===== config.mk =====
export PLATFORM = sky130hd
export DESIGN_NAME = jtframe_dial_counter
export DESIGN_NICKNAME = d
export VERILOG_FILES = /design/src/rtl/jtframe_dial_pkg.sv /design/src/rtl/jtframe_dial_axis.sv /design/src/rtl/jtframe_dial_counter.sv
export SDC_FILE = /design/constraint.sdc
export NUM_CORES = 1
export LEC_CHECK = 0
export ABC_AREA = 1
export ABC_CLOCK_PERIOD_IN_PS = 3900
export CAP_MARGIN = 20
export CORE_MARGIN = 2
export CORE_UTILIZATION = 40
export DETAILED_ROUTE_END_ITERATION = 10
export GPL_ROUTABILITY_DRIVEN = 1
export SLEW_MARGIN = 15
export SYNTH_ARGS = -nofsm -noshare
export SYNTH_HDL_FRONTEND = slang
export SYNTH_SLANG_ARGS = --single-unit

===== constraint.sdc =====
create_clock -name clk -period 3.9 [get_ports clk]
set_input_delay 0.39 -clock clk [delete_from_list [all_inputs] [get_ports clk]]
set_output_delay 0.39 -clock clk [all_outputs]
set_load 0.01 [all_outputs]

===== src/rtl/jtframe_dial_pkg.sv =====
// Shared types and Gray-code step tables for the dial quadrature counter.
// Table index is {prv, cur}; a set bit marks a legal step in that direction.
package jtframe_dial_pkg;

    typedef enum logic [1:0] {
        ST_NONE,
        ST_INC,
        ST_DEC,
        ST_ERR
    } step_t;

    // Forward: 00->01, 01->11, 11->10, 10->00
    localparam logic [15:0] QSTEP_FWD = 16'h4182;
    // Reverse: 01->00, 11->01, 10->11, 00->10
    localparam logic [15:0] QSTEP_REV = 16'h2814;

    function automatic step_t qstep(
        input logic [1:0] prv,
        input logic [1:0] cur
    );
        logic [3:0] idx;
        step_t      st;
        idx = {prv, cur};
        if (prv == cur)
            st = ST_NONE;
        else if (QSTEP_FWD[idx])
            st = ST_INC;
        else if (QSTEP_REV[idx])
            st = ST_DEC;
        else
            st = ST_ERR;
        return st;
    endfunction

endpackage


===== src/rtl/jtframe_dial_axis.sv =====
// One quadrature axis: input synchroniser, Gray decoder and up/down counter.
// cnt is the value the counter takes at the coming edge, so it includes this cycle's step.
module jtframe_dial_axis
    import jtframe_dial_pkg::*;
#(
    parameter int CW   = 12,
    parameter int SYNC = 2
)(
    input  logic          clk,
    input  logic          rst,
    input  logic [1:0]    quad,
    input  logic          clr,
    output logic [CW-1:0] cnt,
    output logic          moved
);

    logic [1:0]    sync_q [SYNC];
    logic [1:0]    prv;
    logic [1:0]    cur;
    logic [CW-1:0] cnt_q;
    step_t         step;

    assign cur  = sync_q[SYNC-1];
    assign step = qstep(prv, cur);

    always_comb begin
        cnt   = cnt_q;
        moved = 1'b0;
        if (rst || clr) begin
            cnt = '0;
        end else begin
            case (step)
                ST_INC: begin
                    cnt   = cnt_q + CW'(1);
                    moved = 1'b1;
                end
                ST_DEC: begin
                    cnt   = cnt_q - CW'(1);
                    moved = 1'b1;
                end
                default: cnt = cnt_q;
            endcase
        end
    end

    always_ff @(posedge clk) begin
        if (rst) begin
            for (int i = 0; i < SYNC; i++)
                sync_q[i] <= 2'b00;
            prv   <= 2'b00;
            cnt_q <= '0;
        end else begin
            sync_q[0] <= quad;
            for (int i = 1; i < SYNC; i++)
                sync_q[i] <= sync_q[i-1];
            // Illegal double-bit edges still advance prv
            prv   <= cur;
            cnt_q <= cnt;
        end
    end

endmodule


===== src/rtl/jtframe_dial_counter.sv =====
// Two-axis dial position counter with uPD4701-style byte readout.
// A cs rising edge freezes both counts; dout serves bytes of the frozen copy.
module jtframe_dial_counter
    import jtframe_dial_pkg::*;
#(
    parameter int CW   = 12,
    parameter int SYNC = 2
)(
    input  logic       clk,
    input  logic       rst,
    input  logic [1:0] dial_x,
    input  logic [1:0] dial_y,
    input  logic       cnt_clr,
    input  logic       cs,
    input  logic       xn_y,
    input  logic       un_l,
    output logic [7:0] dout,
    output logic       cf,
    output logic       sf_x,
    output logic       sf_y
);

    logic [CW-1:0] cnt_x;
    logic [CW-1:0] cnt_y;
    logic [CW-1:0] snap_x;
    logic [CW-1:0] snap_y;
    logic [CW-1:0] snap_sel;
    logic          moved_x;
    logic          moved_y;
    logic          cs_l;
    logic          cs_rise;
    logic [15:0]   sext;
    logic [7:0]    dout_nxt;

    jtframe_dial_axis #(.CW(CW), .SYNC(SYNC)) u_x (
        .clk   (clk),
        .rst   (rst),
        .quad  (dial_x),
        .clr   (cnt_clr),
        .cnt   (cnt_x),
        .moved (moved_x)
    );

    jtframe_dial_axis #(.CW(CW), .SYNC(SYNC)) u_y (
        .clk   (clk),
        .rst   (rst),
        .quad  (dial_y),
        .clr   (cnt_clr),
        .cnt   (cnt_y),
        .moved (moved_y)
    );

    assign cs_rise  = cs & ~cs_l;
    assign snap_sel = xn_y ? snap_x : snap_y;
    assign sext     = 16'($signed(snap_sel));
    assign dout_nxt = un_l ? sext[15:8] : sext[7:0];

    always_ff @(posedge clk) begin
        if (rst) begin
            cs_l   <= 1'b0;
            snap_x <= '0;
            snap_y <= '0;
            cf     <= 1'b0;
            dout   <= 8'h00;
            sf_x   <= 1'b0;
            sf_y   <= 1'b0;
        end else begin
            cs_l <= cs;
            if (cs_rise) begin
                snap_x <= cnt_x;
                snap_y <= cnt_y;
            end
            // A step landing with the snapshot is already captured in it
            if (cs_rise)
                cf <= 1'b0;
            else if (moved_x || moved_y)
                cf <= 1'b1;
            dout <= dout_nxt;
            sf_x <= cnt_x[CW-1];
            sf_y <= cnt_y[CW-1];
        end
    end

endmodule


== After elaboration in Yosys (flattened, before gate mapping) ==
Memories as Yosys holds them, arrays and structs flattened.
Index checks and enable logic that the tools add are counted.

* Bits in registers: 64
* RAM bits: 8
* Memory bits (read-only): 64
* Bits of input ports: 10
* Output and inout port bits: 11
* Word-level logic and storage cells: 67
* Memories: 6

{| class="wikitable"
|+ Memories
! name !! words !! bits a word !! read ports !! clocked after memory_dff !! wr ports !! line !! RTL
|-
| (name not given) || 16 || 1 || 1 || 0 || 0 || jtframe_dial_pkg.sv:26 || <nowiki>else if (QSTEP_FWD[idx])</nowiki>
|-
| (name not given) || 16 || 1 || 1 || 0 || 0 || jtframe_dial_pkg.sv:26 ||
|-
| (name not given) || 16 || 1 || 1 || 0 || 0 || jtframe_dial_pkg.sv:28 || <nowiki>else if (QSTEP_REV[idx])</nowiki>
|-
| (name not given) || 16 || 1 || 1 || 0 || 0 || jtframe_dial_pkg.sv:28 ||
|-
| u_x.sync_q || 2 || 2 || 2 || 0 || 2 || jtframe_dial_axis.sv:17 || <nowiki>logic [1:0] sync_q [SYNC];</nowiki>
|-
| u_y.sync_q || 2 || 2 || 2 || 0 || 2 || jtframe_dial_axis.sv:17 ||
|}

* Add/subtract/negate cells: 4
* Order comparisons: 2
* Equality and inequality tests: 6
* Multiplexer cells: 27
* Bitwise operators: 6
* Reductions and logical operators: 5

{| class="wikitable"
|+ Operators by type and width
! cell !! count
|-
| $pmux 12 s2 || 2
|-
| $mux 12 || 3
|-
| $add 12x1->12 const B || 2
|-
| $sub 12x1->12 const B || 2
|-
| $mux 2 || 8
|-
| $mux 1 || 13
|-
| $lt 4x5->1 const B || 2
|-
| $mux 8 || 1
|-
| $reduce_or 2->1 || 3
|-
| $eq 2x1->1 const B || 2
|-
| $eq 2x2->1 || 2
|-
| $eq 2x2->1 const B || 2
|-
| $or 1x1->1 || 4
|-
| $logic_or 1x1->1 || 2
|-
| $and 1x1->1 || 1
|-
| $not 1->1 || 1
|}

== Longest topological paths before layout ==
Gate-level depths: netlist (run 1).
An unclocked memory read counts as a cell.

* Depth after elaboration: 11
* Gate-level depth with buffers: 20
* Mapped depth without buffers: 19

== Modules after synthesis ==
A second synthesis (run 1) with hierarchy kept.

* Cell total of the unflattened synthesis: 680
* Area, all modules: 4310.4 µm²

{| class="wikitable"
|+ By module, submodules not included
! module !! instances !! cells each !! area each (µm²) !! seq. area each (µm²)
|-
| jtframe_dial_axis at u_y || 1 || 254 || 1497.7 || 360.3
|-
| jtframe_dial_axis at u_x || 1 || 250 || 1456.4 || 360.3
|-
| jtframe_dial_counter || 1 || 176 || 1356.3 || 720.7
|}

== Least setup slack after synthesis (run 1) ==
OpenSTA, ideal clock, no wires.

* Path type: reg-to-reg
* From: mem u_y.sync_q[1][0] (netlist: u_y.sync_q[0][2])
* To: reg u_y.cnt_q[8]
* Library setup time: 0.115 ns
* Data arrival time: 2.296 ns
* Data required time: 3.785 ns
* Path slack: 1.489 ns
* Stages on the path, launching flop included: 19
* Buffers on the path: 2
* Period minus slack after synthesis: 2.411 ns
* Cells stage by stage: dfxtp_1 xor2_1 inv_1 o21ai_0 inv_1 ha_1 buf_6 buf_8 nor2_2 nor2_4 ha_1 o21bai_2 nand2_1 o21bai_2 nand2_1 nand2_1 o21ai_1 nand3_1 and2_1

{| class="wikitable"
|+ RTL lines
! element !! line !! RTL
|-
| start: declaration || jtframe_dial_axis.sv:17 ||
|-
| end signal: assignment || jtframe_dial_axis.sv:58 || <nowiki>cnt_q <= cnt;</nowiki>
|-
| end: declaration || jtframe_dial_axis.sv:20 || <nowiki>logic [CW-1:0] cnt_q;</nowiki>
|}

==> flow_summary.json, run 1 <==
{
  "status": "complete, no violations",
  "ctsHoldBuffers": 0,
  "syn-num-nets": 656,
  "worstPathMaxFanout": 19,
  "ys_ff_latch": 70,
  "clk_pin_slew_worst_paths_ps": 90,
  "cts_root_buf": "clkbuf_8",
  "seq_area_frac_synth_pct": 33.8,
  "diodes": 0,
  "rsz0062_at_grt": "no",
  "max-slew-margin-rel_pct": 46.9,
  "area_growth_pct": 12.1,
  "cts.sinks": 70,
  "cts_resized": 0,
  "place_congestion": 0.908,
  "max-cap-violations": 0,
  "syn_inst": 640,
  "crit_type": "register to register",
  "place_hpwl_um": 7460,
  "worst_pin_slew_ps": 797,
  "synth_cell_type_count": 31,
  "cts_max_level": 3,
  "drt_pre_antenna_iters": 7,
  "ir_drop_mv": 0.252,
  "coreArea_um2": 10200,
  "utilization_pct": 45.6,
  "setup_viol": 0,
  "grt_use_total_pct": 18.4,
  "drv_slew": 0,
  "dieArea_um2": 11200,
  "hold_viol": 0,
  "synth_edf_count": 0,
  "start_kind": "register",
  "async_flop_share_pct": 0,
  "leakage_nw": 2.24,
  "syn_area_per_cell_um2": 6.47,
  "antenna_found_initial": 0,
  "clock.fmax_mhz": 344,
  "ioPinCount": 21,
  "cts_buffer_depth": 2,
  "wl_per_cell_um": 12.3,
  "drc": 0,
  "synth.cell_area_um2": 4140,
  "cp-end-kind": "register",
  "skew_ps": 16.1,
  "timing.final.crit_share_pct": 74.6,
  "power_density_nw_per_um2": 413,
  "post_cts_buffers": 0,
  "post-route-min-period_ps": 2910,
  "dieHeight_um": 106,
  "rows": 37,
  "fin_setup_tns_ps": 0,
  "synthFlopType": "dfxtp_1",
  "nNetsFinal": 673,
  "arrival_ps": 3160,
  "dr_total_vias": 3796,
  "cts_tree": "done",
  "grt_pass1_vias": 3449,
  "die_w_um": 106,
  "drt_first_iter_violations": 221,
  "hold_class": "register to register",
  "clock_latency_ps": 350,
  "via_per_inst": 4.76,
  "ant_nets": 0,
  "grt_max_degree": 24,
  "start_util_pct": 40.7,
  "gr-total-overflow": 0,
  "drive_above_1_share_pct": 10.3,
  "io_buffers": 20,
  "grt_pass1_wl_um": 16400,
  "cp.required_ps": 4150,
  "yosysWarningCount": 0,
  "drt-total-wl_um": 9830,
  "cts_buffers": 9
}
==> Yosys cell counts, types with 8 or more instances <==
cell	number	area share [%]
nand2_1	167	15
inv_1	100	9.1
dfxtp_1	70	34
nor2_1	69	6.3
nand3_1	60	7.2
o21ai_0	30	3.6
a21oi_1	29	3.5
nor2_2	18	2.7
xor2_1	11	2.3
nor2_4	10	2.7
clkbuf_1	9	0.82
o21ai_1	9	1.1
nand4_1	8	1.2
==> flip-flops by register name (all words and copies together), names as in the netlist <==
signal / flops
dout: 8
u_x.cnt_q: 11
sf_y: 1
u_x.sync_q: 4
snap_y: 12
u_y.sync_q: 4
sf_x: 1
snap_x: 12
u_x.prv: 2
cs_l: 1
cf: 1
u_y.prv: 2
u_y.cnt_q: 11
==> path summary, 6_finish.rpt <==
path | startpoint | end | slack (ps) | depth (start not counted)
max | u_y.sync_q[0][3] | u_y.cnt_q[8] | 990 | 16
min | u_x.sync_q[0][0] | u_x.sync_q[0][2] | 410 | 2
max reg2reg | u_y.sync_q[0][3] | u_y.cnt_q[8] | 990 | 16
min reg2reg | u_x.sync_q[0][0] | u_x.sync_q[0][2] | 410 | 2
==> stage by stage <==
step                      total power, mW  instance area [um2]  instances  worst slack [ps]  hold slack (ps)
after floorplan                      1.20                 4140        640              1490              388
after global placement               1.31                 4440        782              1100              400
after detailed placement             1.32                 4440        782              1020              398
after CTS                            1.93                 4640        798              1010              414
after global routing                 2.03                 4640        798               698              431
final                                1.92                 4640        798               991              410
==> critical path: stages (launching register included) <==
cell,delay (ps)
dfxtp_1,390
xor2_1,190
o21ai_0,110
inv_1,80
ha_1,670
nand2_1,140
inv_1,140
nor2_4,50
ha_1,190
o21bai_2,200
nand2_1,80
o21bai_2,90
nand2_1,90
nand2_1,50
o21ai_1,60
nand3_1,100
and2_1,170
==> metal layers <==
layer	routed length, um	share of wire, %	vias to the layer above	global-route usage [%]
met5	0	0	-	0
met4	112	1.1	0	4.32
met3	495	5.0	10	3.96
met2	4280	44	83	29.1
met1	4940	50	1687	25.5
li1	-	-	2016	-
==> layout make-up <==
cell class,instances,area (um2)
fillers,1091,5540
multi-input cells,447,2240
flip-flops and latches,70,1400
inverters,104,390
repair buffers,25,238
well taps,136,170
clock buffers,9,124
clock inverters,7,80.1
==> cell families after synthesis <==
logic type      after synthesis  synth area share, %
flops                        70                 33.8
fa+ha+maj                     6                 1.81
xor+xnor                     18                 3.81
compound gates               76                 9.79
buf+inv                     123                 12.1
simple gates                347                 38.7
==> cells in the final DEF, fill, tap and decap left out, types with 2 or more instances in the layout <==
master           netlist  layout
nand2_1              167     167
inv_1                100     100
dfxtp_1               70      70
nor2_1                69      69
nand3_1               60      60
o21ai_0               30      30
a21oi_1               29      29
clkdlybuf4s50_1        0      20
nor2_2                18      18
xor2_1                11      11
nor2_4                10      10
o21ai_1                9       9
clkbuf_8               0       9
nand4_1                8       8
xnor2_1                7       7
nand2_2                7       7
ha_1                   6       6
nand3_2                5       5
buf_4                  0       5
inv_2                  3       3
inv_6                  0       3
nor2_8                 2       2
o21bai_2               2       2
o21bai_1               2       2
==> where the power goes <==
group | switching [mW] | internal (mW)
Combinational | 0.325 | 0.176
Sequential | 0.0374 | 0.766
Clock | 0.311 | 0.305
Power figures use the tool's default switching activity.
==> inputs of run 2 (changes only) <==
--- a/config.mk
+++ b/config.mk
@@ -6,7 +6,7 @@
 export NUM_CORES = 1
 export LEC_CHECK = 0
 export ABC_AREA = 1
-export ABC_CLOCK_PERIOD_IN_PS = 3900
+export ABC_CLOCK_PERIOD_IN_PS = 2700
 export CAP_MARGIN = 20
 export CORE_MARGIN = 2
 export CORE_UTILIZATION = 40
==> constraint.sdc (replaced) <==
create_clock -name clk -period 2.7 [get_ports clk]
set_input_delay 0.27 -clock clk [delete_from_list [all_inputs] [get_ports clk]]
set_output_delay 0.27 -clock clk [all_outputs]
set_load 0.01 [all_outputs]
==> run 2 against run 1 <==
  * Critical path type unchanged
  * Wire length increased by 1.4%
  * Sequential power increased by 44%
  * Power increased by 50%
  * Maximum frequency increased by 17%
==> flow_summary.json, run 2 (synthesis gave the netlist of run 1 again) <==
{
  "fin_setup_tns_ps": 0,
  "wl_per_cell_um": 12.3,
  "start_util_pct": 40.7,
  "drc": 0,
  "ir_drop_mv": 0.365,
  "cp.required_ps": 2930,
  "cts_resized": 0,
  "ioPinCount": 21,
  "gr-total-overflow": 0,
  "final_cell_mix": "nand2_1, inv_1, dfxtp_1",
  "diodes": 0,
  "clk_pin_slew_worst_paths_ps": 80,
  "coreArea_um2": 10200,
  "post_cts_buffers": 0,
  "ctsHoldBuffers": 0,
  "place_congestion": 0.867,
  "grt_pass1_wl_um": 16700,
  "leakage_nw": 2.29,
  "clock_latency_ps": 340,
  "area_growth_pct": 14.7,
  "hold_viol": 0,
  "slowest_stage": "dfxtp_1",
  "die_w_um": 106,
  "cts.sinks": 70,
  "reg2reg_from": "u_x.prv[0]",
  "via_per_inst": 4.73,
  "cts_root_buf": "clkbuf_8",
  "power_density_nw_per_um2": 607,
  "cp_top_family": "simple AND/OR/NAND/NOR gates",
  "max-cap-violations": 0,
  "io_buffers": 20,
  "cpMostUsedCell": "nand2_1",
  "cp-end-kind": "register",
  "holdCritStartpoint": "u_y.sync_q[0][0]",
  "worstPathMaxFanout": 5,
  "critPathLaunch": "u_x.prv[0]",
  "rows": 37,
  "setup_viol": 0,
  "grt_max_degree": 23,
  "max-slew-margin-rel_pct": 61.1,
  "drt_pre_antenna_iters": 5,
  "cts_buffers": 9,
  "hold_class": "register to register",
  "worst_pin_slew_ps": 584,
  "drt-total-wl_um": 9970,
  "dieArea_um2": 11200,
  "cp_slowest_stage_delay_ps": 380,
  "hold_ws_ps": 401,
  "post-route-min-period_ps": 2480,
  "start_kind": "register",
  "drt_first_iter_violations": 192,
  "cts_max_level": 3,
  "crit_buf_inv": 2,
  "timing.final.crit_share_pct": 91.9,
  "drv_slew": 0,
  "cp_cell_sequence": "xor2_1 -> inv_1 -> o21ai_1 -> ha_2 -> nand2_1 -> inv_1 -> nor2_4 -> ha_1 -> a21o_1 -> nand3_1 -> nand3_2 -> nand2_1 -> nand2_1 -> o21ai_1 -> nand3_1 -> nand3_1 -> nand2_1",
  "antenna_found_initial": 0,
  "nNetsFinal": 682,
  "largestRegisters": "snap_x x12, snap_y x12",
  "place_hpwl_um": 7660,
  "ant_nets": 0,
  "cts_buffer_depth": 2,
  "power_mw": 2.88,
  "grt_use_total_pct": 18.4,
  "grt_pass1_vias": 3501,
  "dr_total_vias": 3814,
  "cts_tree": "done",
  "final_common_cell": "nand2_1",
  "clock.fmax_mhz": 403,
  "status": "complete, no violations",
  "dieHeight_um": 106,
  "crit_type": "register to register",
  "drive_above_1_share_pct": 12.1,
  "skew_ps": 13.9,
  "fill_cells": 1079,
  "arrival_ps": 2720
}
## run 2: path summary, 6_finish.rpt
| kind | end | cells past startpoint | slack (ps) |
|---|---|---|---|
| worst max register to register | snap_x[8] | 17 | 220 |
| worst min-delay path | u_y.sync_q[0][2] | 2 | 400 |
| worst max-delay path | snap_x[8] | 17 | 220 |
| worst min register to register | u_y.sync_q[0][2] | 2 | 400 |
## run 2: layout make-up
type / instances / area [um2] / share of cell area (%)
flip-flops and latches: 70 / 1400 / 29.5
inverters: 104 / 390 / 8.21
multi-input cells: 447 / 2260 / 47.5
repair buffers: 34 / 305 / 6.42
clock buffers: 9 / 124 / 2.61
clock inverters: 7 / 103 / 2.16
well taps: 136 / 170 / 3.58
## run 2: power by group
part	internal, mW	leakage [nW]	switching [mW]
sequential	1.11	0.572	0.0559
combinational	0.281	1.61	0.480
clock	0.531	0.111	0.428
## run 2: stage by stage
step	setup slack [ps]	util, %	instance area (um2)	cells
after global routing	-13.4	46.7	4750	807
after CTS	58.8	46.5	4730	807
final	218	46.7	4750	807
after global placement	115	44.3	4510	791
after floorplan	289	-	4140	640
after detailed placement	74.3	44.3	4510	791
## run 2: worst min-delay path, delay by kind of cell, from the launching register on
family	cells	cell delay, ps
buffers and inverters	1	40
flip-flops	1	300
AND/OR/NAND/NOR	1	30
## run 2: routing by layer
metal  wire (um)  share of wire, %  vias up  GRT usage (%)
li1            -                 -     2033              -
met5           0                 0        -              0
met2        4660                47       67           31.3
met3         268               2.7       14           2.35
met1        4880                49     1700           24.4
met4         156               1.6        0           5.64
==> inputs of run 3 (changes only) <==
--- a/config.mk
+++ b/config.mk
@@ -8,10 +8,14 @@
 export ABC_AREA = 1
 export ABC_CLOCK_PERIOD_IN_PS = 2700
 export CAP_MARGIN = 20
+export CELL_PAD_IN_SITES_DETAIL_PLACEMENT = 1
+export CELL_PAD_IN_SITES_GLOBAL_PLACEMENT = 2
+export CORE_ASPECT_RATIO = 1.5
 export CORE_MARGIN = 2
-export CORE_UTILIZATION = 40
+export CORE_UTILIZATION = 33
 export DETAILED_ROUTE_END_ITERATION = 10
 export GPL_ROUTABILITY_DRIVEN = 1
+export PLACE_DENSITY_LB_ADDON = 0.1
 export SLEW_MARGIN = 15
 export SYNTH_ARGS = -nofsm -noshare
 export SYNTH_HDL_FRONTEND = slang
==> run 3 against run 2 <==
  * Via count is 4.7% higher
  * Worst hold slack better by 2.4 ps
  * Sequential share of layout area is 0.83 points lower
  * Sequential cell count stayed put
  * First-iteration DRC count is 35% lower
  * Critical path type unchanged
  * Critical endpoint is now snap_y[6]
  * Largest power group is now clock
  * Highest routed layer unchanged
==> flow_summary.json, run 3 (synthesis gave the netlist of run 1 again) <==
{
  "status": "complete, no violations",
  "cts_root_buf": "clkbuf_16",
  "drt_pre_antenna_iters": 4,
  "clock.fmax_mhz": 407,
  "clk_pin_slew_worst_paths_ps": 60,
  "cp_slowest_stage_delay_ps": 370,
  "via_per_inst": 4.82,
  "rsz0062_at_grt": "yes",
  "setup_viol": 0,
  "cp-end-kind": "register",
  "drt_first_iter_violations": 124,
  "cts_buffers": 9,
  "area_growth_pct": 18.1,
  "grt_max_degree": 22,
  "antenna_found_initial": 0,
  "drt-total-wl_um": 12000,
  "io_buffers": 20,
  "cts.sinks": 70,
  "rows": 50,
  "ant_nets": 0,
  "worst_pin_slew_ps": 634,
  "place_hpwl_um": 9750,
  "diodes": 0,
  "fill_cells": 1644,
  "power_density_nw_per_um2": 651,
  "worstPathMaxFanout": 8,
  "max-cap-violations": 0,
  "post-route-min-period_ps": 2460,
  "clock_latency_ps": 330,
  "cpMostUsedCell": "nand2_1",
  "skew_ps": 10.2,
  "place_congestion": 0.827,
  "final_cell_mix": "nand2_1, inv_1, nor2_1",
  "ctsHoldBuffers": 0,
  "crit_type": "register to register",
  "start_kind": "register",
  "dp_slack_ps": 107,
  "grt_use_total_pct": 19.2,
  "max-slew-margin-rel_pct": 57.7,
  "grt_pass1_vias": 4113,
  "die_w_um": 95.5,
  "setup_ws_ps": 243,
  "hold_viol": 0,
  "wl_per_cell_um": 14.5,
  "dieHeight_um": 141,
  "drv_slew": 0,
  "r2r_slack_ps": 240,
  "post_cts_buffers": 0,
  "coreArea_um2": 12400,
  "final_area_um2": 4890,
  "dr_total_vias": 3994,
  "final_common_cell": "nand2_1",
  "place_area_um2": 4550,
  "drc": 0,
  "cp_cell_sequence": "xor2_1 -> nand2_1 -> nand2_1 -> ha_1 -> inv_2 -> o21bai_2 -> nand2_1 -> o21bai_2 -> nand2_1 -> nand3_1 -> nand3_1 -> nand3_1 -> nand2_1",
  "hold_class": "register to register",
  "stdcell_count": 828,
  "leakage_nw": 2.34,
  "largestRegisters": "snap_x x12, snap_y x12",
  "gr-total-overflow": 0,
  "cts_max_level": 3,
  "slowest_stage": "dfxtp_1",
  "cts_buffer_depth": 2,
  "cts_tree": "done",
  "ioPinCount": 21,
  "ir_drop_mv": 0.292,
  "cp.required_ps": 2920,
  "start_util_pct": 33.4,
  "dieArea_um2": 13500,
  "arrival_ps": 2670,
  "nNetsFinal": 684,
  "drive_above_1_share_pct": 12.5,
  "timing.final.crit_share_pct": 91.0,
  "grt_pass1_wl_um": 19900,
  "dpl.cell_count": 813
}
## run 3: cell count changes in the layout (fill, tap and decap cells not counted), sizes merged
cell / before / now
buf: 14 / 16
inv: 106 / 103
clkbuf: 9 / 10
clkinvlp: 1 / 2
## run 3: layer usage
metal	global-route usage (%)	routed length (um)	up-vias	share of wire, %
li1	-	-	2037	-
met1	19.5	4580	1908	38
met2	38.2	6910	32	58
met3	2.94	163	17	1.4
met4	6.84	325	0	2.7
met5	0	0	-	0
## run 3: critical path, delay by kind of cell, from the launching register on
family | cells | cell delay [ps]
flip-flops | 1 | 370
adder cells (fa/ha/maj) | 1 | 370
buffers and inverters | 1 | 130
AND/OR/NAND/NOR | 8 | 840
XOR/XNOR | 1 | 190
AO/OA/AOI/OAI | 2 | 450
## run 3: layout make-up
cell class | instances | area (um2) | area share [%]
repair buffers | 36 | 320 | 6.55
flip-flops and latches | 70 | 1400 | 28.7
well taps | 156 | 195 | 3.99
inverters | 104 | 394 | 8.05
clock inverters | 5 | 85.1 | 1.74
multi-input cells | 447 | 2270 | 46.3
clock buffers | 10 | 229 | 4.68
## run 3: report_power, final
group / internal (mW) / total, mW / switching, mW
registers: 1.11 / 1.17 / 0.0585
clock network: 0.806 / 1.23 / 0.428
logic: 0.283 / 0.784 / 0.501
total: 2.20 / 3.18 / 0.988
## run 3: timing repair
action	4_1_cts	5_1_grt
resized for setup	0	10
setup endpoints to repair	0	33
endpoints found under the hold margin	0	0
## run 3: worst paths after layout
| path | startpoint | to | depth (start not counted) |
|---|---|---|---|
| worst min register to register | u_y.sync_q[0][0] | u_y.sync_q[0][2] | 2 |
| worst max register to register | u_y.sync_q[0][3] | snap_y[6] | 13 |
| worst max-delay path | u_y.sync_q[0][3] | snap_y[6] | 13 |
| worst min-delay path | u_y.sync_q[0][0] | u_y.sync_q[0][2] | 2 |
## run 3: per-stage QoR
stage	hold slack (ps)	utilization [%]	power, mW	setup TNS [ps]
6_report	403	39.5	3.18	0
5_1_grt	424	39.5	3.38	-27.6
4_1_cts	407	39.2	3.23	0
3_5_place_dp	398	36.7	1.97	0
3_3_place_gp	391	36.7	1.96	0
2_1_floorplan	339	-	1.74	0
